==> config.mk <==
export PLATFORM = sky130hd
export DESIGN_NAME = gmii_tx_arbiter
export DESIGN_NICKNAME = d
export VERILOG_FILES = /design/src/rtl/gmii_tx_arbiter.sv
export SDC_FILE = /design/constraint.sdc
export NUM_CORES = 1
export LEC_CHECK = 0
export ABC_AREA = 1
export CAP_MARGIN = 0
export CORE_MARGIN = 3
export CORE_UTILIZATION = 47
export DETAILED_ROUTE_END_ITERATION = 10
export PLACE_DENSITY = 0.76
export SKIP_LAST_GASP = 1
export SYNTH_ARGS = -nofsm -noshare
export SYNTH_HDL_FRONTEND = slang
export SYNTH_SLANG_ARGS = --single-unit
==> constraint.sdc <==
create_clock -name gmii_tx_clk -period 1.5 [get_ports gmii_tx_clk]
set_input_delay 0.3 -clock gmii_tx_clk [delete_from_list [all_inputs] [get_ports gmii_tx_clk]]
set_output_delay 0.3 -clock gmii_tx_clk [all_outputs]
set_load 0.03 [all_outputs]
==> src/rtl/gmii_tx_arbiter.sv <==
// gmii_tx_arbiter
//   Shares one GMII transmit interface between two frame sources.
//   Whole frames are granted round-robin. A minimum inter-frame gap is enforced.
//   A frame is aborted with a one-cycle gmii_tx_er marker on underrun, oversize
//   or link loss.
//
// Ports (all in the gmii_tx_clk domain):
//   gmii_tx_clk, reset        clock, synchronous active-high reset
//   link_up                   PHY link status; no grants while low
//   req0/1, gnt0/1            frame request / registered whole-frame grant
//   txd0/1, tx_valid0/1,      per-port byte stream, sampled only while granted
//   tx_last0/1
//   gmii_txd/tx_en/tx_er      registered GMII outputs to the bridge
//   busy                      high whenever the arbiter is not IDLE
//   frame_done, err_underrun, one-cycle registered status pulses, issued as
//   err_oversize, err_link    SEND is left
module gmii_tx_arbiter #(
  parameter int IFG_CYCLES      = 12,
  parameter int MAX_FRAME_BYTES = 1530,
  parameter int CNT_W           = 11
) (
  input  logic       gmii_tx_clk,
  input  logic       reset,
  input  logic       link_up,
  input  logic       req0,
  input  logic       req1,
  output logic       gnt0,
  output logic       gnt1,
  input  logic [7:0] txd0,
  input  logic [7:0] txd1,
  input  logic       tx_valid0,
  input  logic       tx_valid1,
  input  logic       tx_last0,
  input  logic       tx_last1,
  output logic [7:0] gmii_txd,
  output logic       gmii_tx_en,
  output logic       gmii_tx_er,
  output logic       busy,
  output logic       frame_done,
  output logic       err_underrun,
  output logic       err_oversize,
  output logic       err_link
);

  typedef enum logic [1:0] {
    IDLE,
    SEND,
    ABORT,
    IFG
  } state_t;

  localparam logic [CNT_W-1:0] MAX_CNT  = CNT_W'(MAX_FRAME_BYTES);
  // IFG state lasts IFG_CYCLES-1 cycles; the IDLE arbitration cycle is the last gap cycle.
  localparam logic [7:0]       IFG_LAST = 8'(IFG_CYCLES - 2);

  state_t           state_q, state_d;
  logic             last_port_q, last_port_d;
  logic             port_q, port_d;
  logic             gnt0_q, gnt0_d;
  logic             gnt1_q, gnt1_d;
  logic             started_q, started_d;
  logic [CNT_W-1:0] cnt_q, cnt_d;
  logic [7:0]       ifg_cnt_q, ifg_cnt_d;
  logic [7:0]       txd_q, txd_d;
  logic             en_q, en_d;
  logic             er_q, er_d;
  logic             done_q, done_d;
  logic             unr_q, unr_d;
  logic             ovs_q, ovs_d;
  logic             lnk_q, lnk_d;

  logic       win1;
  logic [7:0] sel_txd;
  logic       sel_valid;
  logic       sel_last;

  assign sel_txd   = port_q ? txd1      : txd0;
  assign sel_valid = port_q ? tx_valid1 : tx_valid0;
  assign sel_last  = port_q ? tx_last1  : tx_last0;

  always_comb begin
    state_d     = state_q;
    last_port_d = last_port_q;
    port_d      = port_q;
    gnt0_d      = gnt0_q;
    gnt1_d      = gnt1_q;
    started_d   = started_q;
    cnt_d       = cnt_q;
    ifg_cnt_d   = ifg_cnt_q;
    txd_d       = '0;
    en_d        = 1'b0;
    er_d        = 1'b0;
    done_d      = 1'b0;
    unr_d       = 1'b0;
    ovs_d       = 1'b0;
    lnk_d       = 1'b0;
    win1        = 1'b0;

    case (state_q)
      IDLE: begin
        if (link_up && (req0 || req1)) begin
          // On a tie the port that did not win last time goes first.
          win1        = req1 && (!req0 || !last_port_q);
          gnt0_d      = !win1;
          gnt1_d      = win1;
          last_port_d = win1;
          port_d      = win1;
          cnt_d       = '0;
          started_d   = 1'b0;
          state_d     = SEND;
        end
      end

      SEND: begin
        txd_d = sel_txd;
        en_d  = sel_valid;
        // The abort marker replaces whatever byte would have gone out this cycle.
        if (!link_up || (sel_valid && cnt_q == MAX_CNT) || (started_q && !sel_valid)) begin
          state_d = ABORT;
          gnt0_d  = 1'b0;
          gnt1_d  = 1'b0;
          txd_d   = '0;
          en_d    = 1'b1;
          er_d    = 1'b1;
          if (!link_up) begin
            lnk_d = 1'b1;
          end else if (sel_valid) begin
            ovs_d = 1'b1;
          end else begin
            unr_d = 1'b1;
          end
        end else if (sel_valid) begin
          started_d = 1'b1;
          if (cnt_q != '1) begin
            cnt_d = cnt_q + 1'b1;
          end
          if (sel_last) begin
            done_d    = 1'b1;
            gnt0_d    = 1'b0;
            gnt1_d    = 1'b0;
            ifg_cnt_d = '0;
            state_d   = IFG;
          end
        end
      end

      ABORT: begin
        ifg_cnt_d = '0;
        state_d   = IFG;
      end

      IFG: begin
        if (ifg_cnt_q == IFG_LAST) begin
          state_d = IDLE;
        end else begin
          ifg_cnt_d = ifg_cnt_q + 8'd1;
        end
      end

      default: state_d = IDLE;
    endcase
  end

  always_ff @(posedge gmii_tx_clk) begin
    if (reset) begin
      state_q     <= IDLE;
      last_port_q <= 1'b1;
      port_q      <= 1'b0;
      gnt0_q      <= 1'b0;
      gnt1_q      <= 1'b0;
      started_q   <= 1'b0;
      cnt_q       <= '0;
      ifg_cnt_q   <= '0;
      txd_q       <= '0;
      en_q        <= 1'b0;
      er_q        <= 1'b0;
      done_q      <= 1'b0;
      unr_q       <= 1'b0;
      ovs_q       <= 1'b0;
      lnk_q       <= 1'b0;
    end else begin
      state_q     <= state_d;
      last_port_q <= last_port_d;
      port_q      <= port_d;
      gnt0_q      <= gnt0_d;
      gnt1_q      <= gnt1_d;
      started_q   <= started_d;
      cnt_q       <= cnt_d;
      ifg_cnt_q   <= ifg_cnt_d;
      txd_q       <= txd_d;
      en_q        <= en_d;
      er_q        <= er_d;
      done_q      <= done_d;
      unr_q       <= unr_d;
      ovs_q       <= ovs_d;
      lnk_q       <= lnk_d;
    end
  end

  assign gnt0         = gnt0_q;
  assign gnt1         = gnt1_q;
  assign gmii_txd     = txd_q;
  assign gmii_tx_en   = en_q;
  assign gmii_tx_er   = er_q;
  assign busy         = (state_q != IDLE);
  assign frame_done   = done_q;
  assign err_underrun = unr_q;
  assign err_oversize = ovs_q;
  assign err_link     = lnk_q;

endmodule
Word-level counts from Yosys, hierarchy flattened
Cells that the tools add are included.
{ "totals": {"elab_cells": 100, "inputBits": 25, "output_inout_bits": 17, "reg_bits": 40} }
{ "op_classes": {"n_addsub": 2, "n_reduce_logical": 28, "mux": 36, "n_eq_ne": 15, "bitwise": 4} }
{ "ops": {"columns": ["op", "n"], "rows": [
  ["2-to-1 mux 11 bit", 4],
  ["2-to-1 mux 8 bit", 5],
  ["case mux 8 bit (3 select lines)", 1],
  ["case mux 11 bit (2 select lines)", 1],
  ["2-to-1 mux 1 bit", 16],
  ["!= test 2 bit, second input constant", 7],
  ["AND reduction 4 bit", 3],
  ["adder 11 x 1 -> 11 bit, second input constant", 1],
  ["equality test 11 bit, second input constant", 1],
  ["!= test 11 bit, second input constant", 1],
  ["2-to-1 mux 2 bit", 5],
  ["AND reduction 5 bit", 2],
  ["adder 8 x 1 -> 8 bit, second input constant", 1],
  ["equality test 8 x 4 -> 1 bit, second input constant", 1],
  ["case mux 2 bit (4 select lines)", 1],
  ["OR reduction 4 bit", 2],
  ["!= test 3 bit, second input constant", 2],
  ["case mux 1 bit (2 select lines)", 3],
  ["OR reduction 3 bit", 2],
  ["zero test 1 bit", 5],
  ["equality test 2 bit, second input constant", 2],
  ["logical AND 1 bit", 4],
  ["logical OR 1 bit", 4],
  ["inverter 1 bit", 4],
  ["other kinds (6)", 7]
]} }

Logic depth before layout (Yosys ltp)
{ "depth": {"word_depth": 6, "ltp_mapped": 15, "mapped_depth_nobuf": 14} }

Worst setup path before layout
Ideal clock, no wire load.
{ "synth_timing": {"kind": "register -> register", "startpoint": "register state_q[0]", "endpoint": "register cnt_q[10]", "arrival_time_ns": 1.667, "slack_ns": -0.276, "synth_period_minus_slack_ns": 1.776, "path_buffers": 1, "setup_ns": 0.109, "required_ns": 1.391, "path_stages_with_launch": 12, "cell_sequence": "dfxtp_1 > inv_1 > ha_1 > inv_1 > nand2_1 > a22oi_1 > buf_2 > nand2_2 > nand2_1 > nand2_1 > nand2_1 > inv_1"} }
{ "synth_via": {"elab_chain_len": 3, "word_cells_on_any_way": 9, "cone_classes": "eq/ne (5); mux (1); reduce/logical (3)"} }
{ "synth_lines": {"columns": ["element", "line_no", "source"], "rows": [
  ["start: declaration", "56", "state_t state_q, state_d;"],
  ["start signal: assignment", "182", "state_q <= state_d;"],
  ["equality test 2 x 1 -> 1 bit or zero test 2 bit (tied branches)", "99", "case (state_q)"],
  ["!= test 2 bit (no source line) or nonzero test 2 bit (tied branches)", null, null],
  ["AND reduction 5 bit (no source line)", null, null],
  ["end signal: assignment", "188", "cnt_q <= cnt_d;"],
  ["end: declaration", "62", "logic [CNT_W-1:0] cnt_q, cnt_d;"]
]} }
Several ways; a longest one is shown, not always the timed one.
A chain may end at the register's enable or synchronous reset.

Final worst setup path
{ "layout_timing": {"startpoint": "register cnt_q[0]", "endpoint": "register cnt_q[0]"} }
{ "layout_via": {"elab_chain_len": 6, "word_cells_on_any_way": 13, "cone_classes": "add/sub (1); eq/ne (4); mux (4); reduce/logical (4)"} }
{ "layout_lines": {"columns": ["element"], "rows": [
  ["parallel branches: the longest is 6 deep, another holds adder 11 x 1 -> 11 bit"]
]} }
Parallel ways; which one is timed is not known. The select of a mux whose other input is x is not followed.

==> impl_metrics.env <==
export IMPL_synth_async_sr_flop_share_pct=0
export IMPL_irDropWorstVdd_mv=0.852
export IMPL_fp_dieW_um=76.2
export IMPL_power_density_mw_per_mm2=1500
export IMPL_min_delay_path_class="reg2reg"
export IMPL_cp_slowest_stage_delay_ns=0.33
export IMPL_cts_buffers=5
export IMPL_io_buffers=41
export IMPL_cts_sinks=40
export IMPL_tightest_slew_ns=0.345
export IMPL_drv_slew=0
export IMPL_fin_util_pct=76.1
export IMPL_reg2reg_depth=14
export IMPL_first_iter_violations=146
export IMPL_drc=0
export IMPL_ctsHtreeMaxLevel=2
export IMPL_layout_setup_ws_ns=-0.162
export IMPL_r2r_slack_ns=-0.16
export IMPL_min_path_cells=2
export IMPL_yosysWarnings=0
export IMPL_synthCells=336
export IMPL_cp_end_kind="flip-flop"
export IMPL_p_leak_nw=1.60
export IMPL_synth_top_cell_area_share_pct=34.6
export IMPL_ys_seq_area_share_pct=34.6
export IMPL_grt_overflow=0
export IMPL_num_antenna_cells=0
export IMPL_synth_edf_count=0
export IMPL_crit_path_frequent_cell="nand2_1"
export IMPL_cts_tree="done"
export IMPL_clockRootBuffer="clkbuf_8"
export IMPL_fmax_mhz=602
export IMPL_fin_skew_ns=0.00593
export IMPL_cp_max_fo=6
export IMPL_status="finished, violations left"
export IMPL_die_h_um=76.2
export IMPL_stdcell_area_mm2=0.00347
export IMPL_place_gp_congestion=0.854
export IMPL_max_slew_margin_pct=76.9
export IMPL_min_from="gnt1$_SDFFE_PP0P_"
export IMPL_min_period_ns=1.66
export IMPL_synth_top_area_cell="dfxtp_1"
export IMPL_synth_nets=369
export IMPL_yosysMostFrequentCell="nand2_1"
export IMPL_yosys_top_cells_area="dfxtp_1, nand2_1, nor2_1"
export IMPL_holdPathEnd="gnt1$_SDFFE_PP0P_"
export IMPL_detail_route_wirelength_um=6570
export IMPL_grt_max_degree=15
export IMPL_path_buf_inv=4
export IMPL_ant_nets=0
export IMPL_crit_arrival_ns=1.86
export IMPL_via_per_inst=5.13
export IMPL_insertion_delay_ns=0.29
export IMPL_place_area_mm2=0.00312
export IMPL_crit_type="reg2reg"
export IMPL_cts_buffer_depth=2
export IMPL_crit_path_top_delay_cell="dfxtp_2"
export IMPL_cap_violations=0
export IMPL_fin_hold_ws_ns=0.459
export IMPL_die_area_mm2=0.00581
export IMPL_synth_ff_latch_count=40
export IMPL_final_hold_violation_count=0
export IMPL_period_share_pct=111
export IMPL_finalSetupViolCount=37
export IMPL_drive_gt1_share_pct=28.8
export IMPL_start_kind="flip-flop"
export IMPL_violations="negative setup slack"
export IMPL_vias=2544
export IMPL_holdBufCountCts=0
export IMPL_rr_startpoint="cnt_q[0]$_SDFFE_PP0P_"
export IMPL_initial_core_util_pct=50.7
export IMPL_nNetsFinal=464
export IMPL_detail_route_first_pass_iterations=5
export IMPL_cp_cell_sequence="inv_2 > ha_4 > inv_2 > nor2_2 > nand2_1 > nor2_1 > nand2_1 > nand2_4 > nand2_8 > buf_6 > nand3_4 > nand2_1 > inv_1 > nor2_1"
export IMPL_synth_ff_type="dfxtp_1"
export IMPL_hpwl_um=4500
export IMPL_cp_top_family="simple AND/OR/NAND/NOR gates"
export IMPL_antenna_found_initial=0
export IMPL_synthTopCellsByCount="nand2_1, dfxtp_1, nor2_1"
export IMPL_row_count=24
export IMPL_fp_coreArea_mm2=0.00456
export IMPL_cp_required_ns=1.69
export IMPL_grt_setup_unrepaired="yes"
export IMPL_synth_area_mm2=0.00232
export IMPL_avgSynthCellArea_um2=6.89
export IMPL_grt_pass1_wl_um=11200
export IMPL_grt_pass1_vias=2526
export IMPL_pin_count=42
export IMPL_grt_usage_pct=23.5
export IMPL_synth_cell_type_count=34
export IMPL_clk_pin_slew_ns=0.08
export IMPL_wire_per_inst_um=13.2
export IMPL_area_delta_synth_final_pct=49.9
export IMPL_r2r_end="cnt_q[0]$_SDFFE_PP0P_"
[kinds of logic (layout without fill, tap and decap cells)]
group,count (synthesis),in the layout,synth area share [%]
XOR/XNOR,4,4,1.51
adder cells (fa/ha/maj),8,8,4.32
buffers and inverters,51,145,10.1
AND/OR/NAND/NOR,197,198,41.0
flip-flops,40,40,34.6
AO/OA/AOI/OAI,36,36,8.54
[metrics by stage]
stage	worst slack [ns]	power (mW)	cells	setup TNS, ns
CTS	-0.103	5.06	495	-1.95
finish	-0.162	5.22	496	-3.27
global placement	-0.357	3.85	479	-11.12
detailed placement	-0.456	3.91	479	-13.18
global route	-0.256	5.57	496	-7.07
floorplan	0.00240	3.03	336	0
[tightest hold or removal path, cell delays in order (launching register included)]
cell and delay [ns]:
dfxtp_1 0.31, nand2_1 0.06, a21oi_1 0.05
[area by class of cell]
| type | instances | area [um2] |
|---|---|---|
| Clock buffer | 7 | 96.3 |
| Fill cell | 350 | 1090 |
| Sequential cell | 40 | 810 |
| Multi-Input combinational cell | 246 | 1450 |
| Inverter | 41 | 154 |
| Tap cell | 65 | 81.3 |
| Timing Repair Buffer | 97 | 886 |
[worst max path at each step]
| stage | start | to | slack, ns | depth (start not counted) |
|---|---|---|---|---|
| after detailed placement | tx_valid1 | cnt_q[1]$_SDFFE_PP0P_ | -0.46 | 12 |
| after global routing | cnt_q[0]$_SDFFE_PP0P_ | ifg_cnt_q[2]$_SDFFE_PP0P_ | -0.26 | 13 |
| final | cnt_q[0]$_SDFFE_PP0P_ | cnt_q[0]$_SDFFE_PP0P_ | -0.16 | 14 |
| after global placement | tx_valid0 | cnt_q[7]$_SDFFE_PP0P_ | -0.36 | 11 |
| after CTS | cnt_q[0]$_SDFFE_PP0P_ | ifg_cnt_q[3]$_SDFFE_PP0P_ | -0.10 | 13 |
| after floorplan | cnt_q[1]$_SDFFE_PP0P_ | cnt_q[6]$_SDFFE_PP0P_ | 0.002 | 11 |
[power breakdown]
part | internal [mW] | leakage [nW] | switching [mW]
registers | 1.27 | 0.327 | 0.163
logic | 1.34 | 1.23 | 1.65
clock network | 0.410 | 0.0503 | 0.378
[flip-flops by register name, indices dropped and copies added (netlist names), 2 cells and up]
name and count:
gmii_txd 8, ifg_cnt_q 8, state_q 2, cnt_q 11
[cells in the final DEF (no fill, tap or decap), types with 5 or more instances in the layout]
master            n
a21oi_2           9
nand2_4           5
inv_2             8
dlygate4sd2_1    16
clkbuf_8          7
inv_1            32
clkdlybuf4s50_1  24
buf_4            49
nand3_1          27
dfxtp_1          37
nor2_1           36
nand2_1          85
nand4_1          10
nand2_2          15
a21oi_1          18
[timing repair]
item	in CTS	in global routing
buffers inserted	7	0
endpoints found under the setup margin	52	38
cloned	2	1
gates resized for setup	37	19
pin swaps	14	10
[layer usage]
metal	vias up	track usage (%)	share of wire (%)
met3	24	6.03	7.5
met2	105	42.2	48
met5	-	0	0
li1	1262	-	-
met1	1153	26.6	41
met4	0	8.70	2.9
Note: power is estimated with default switching activity, not from simulation.
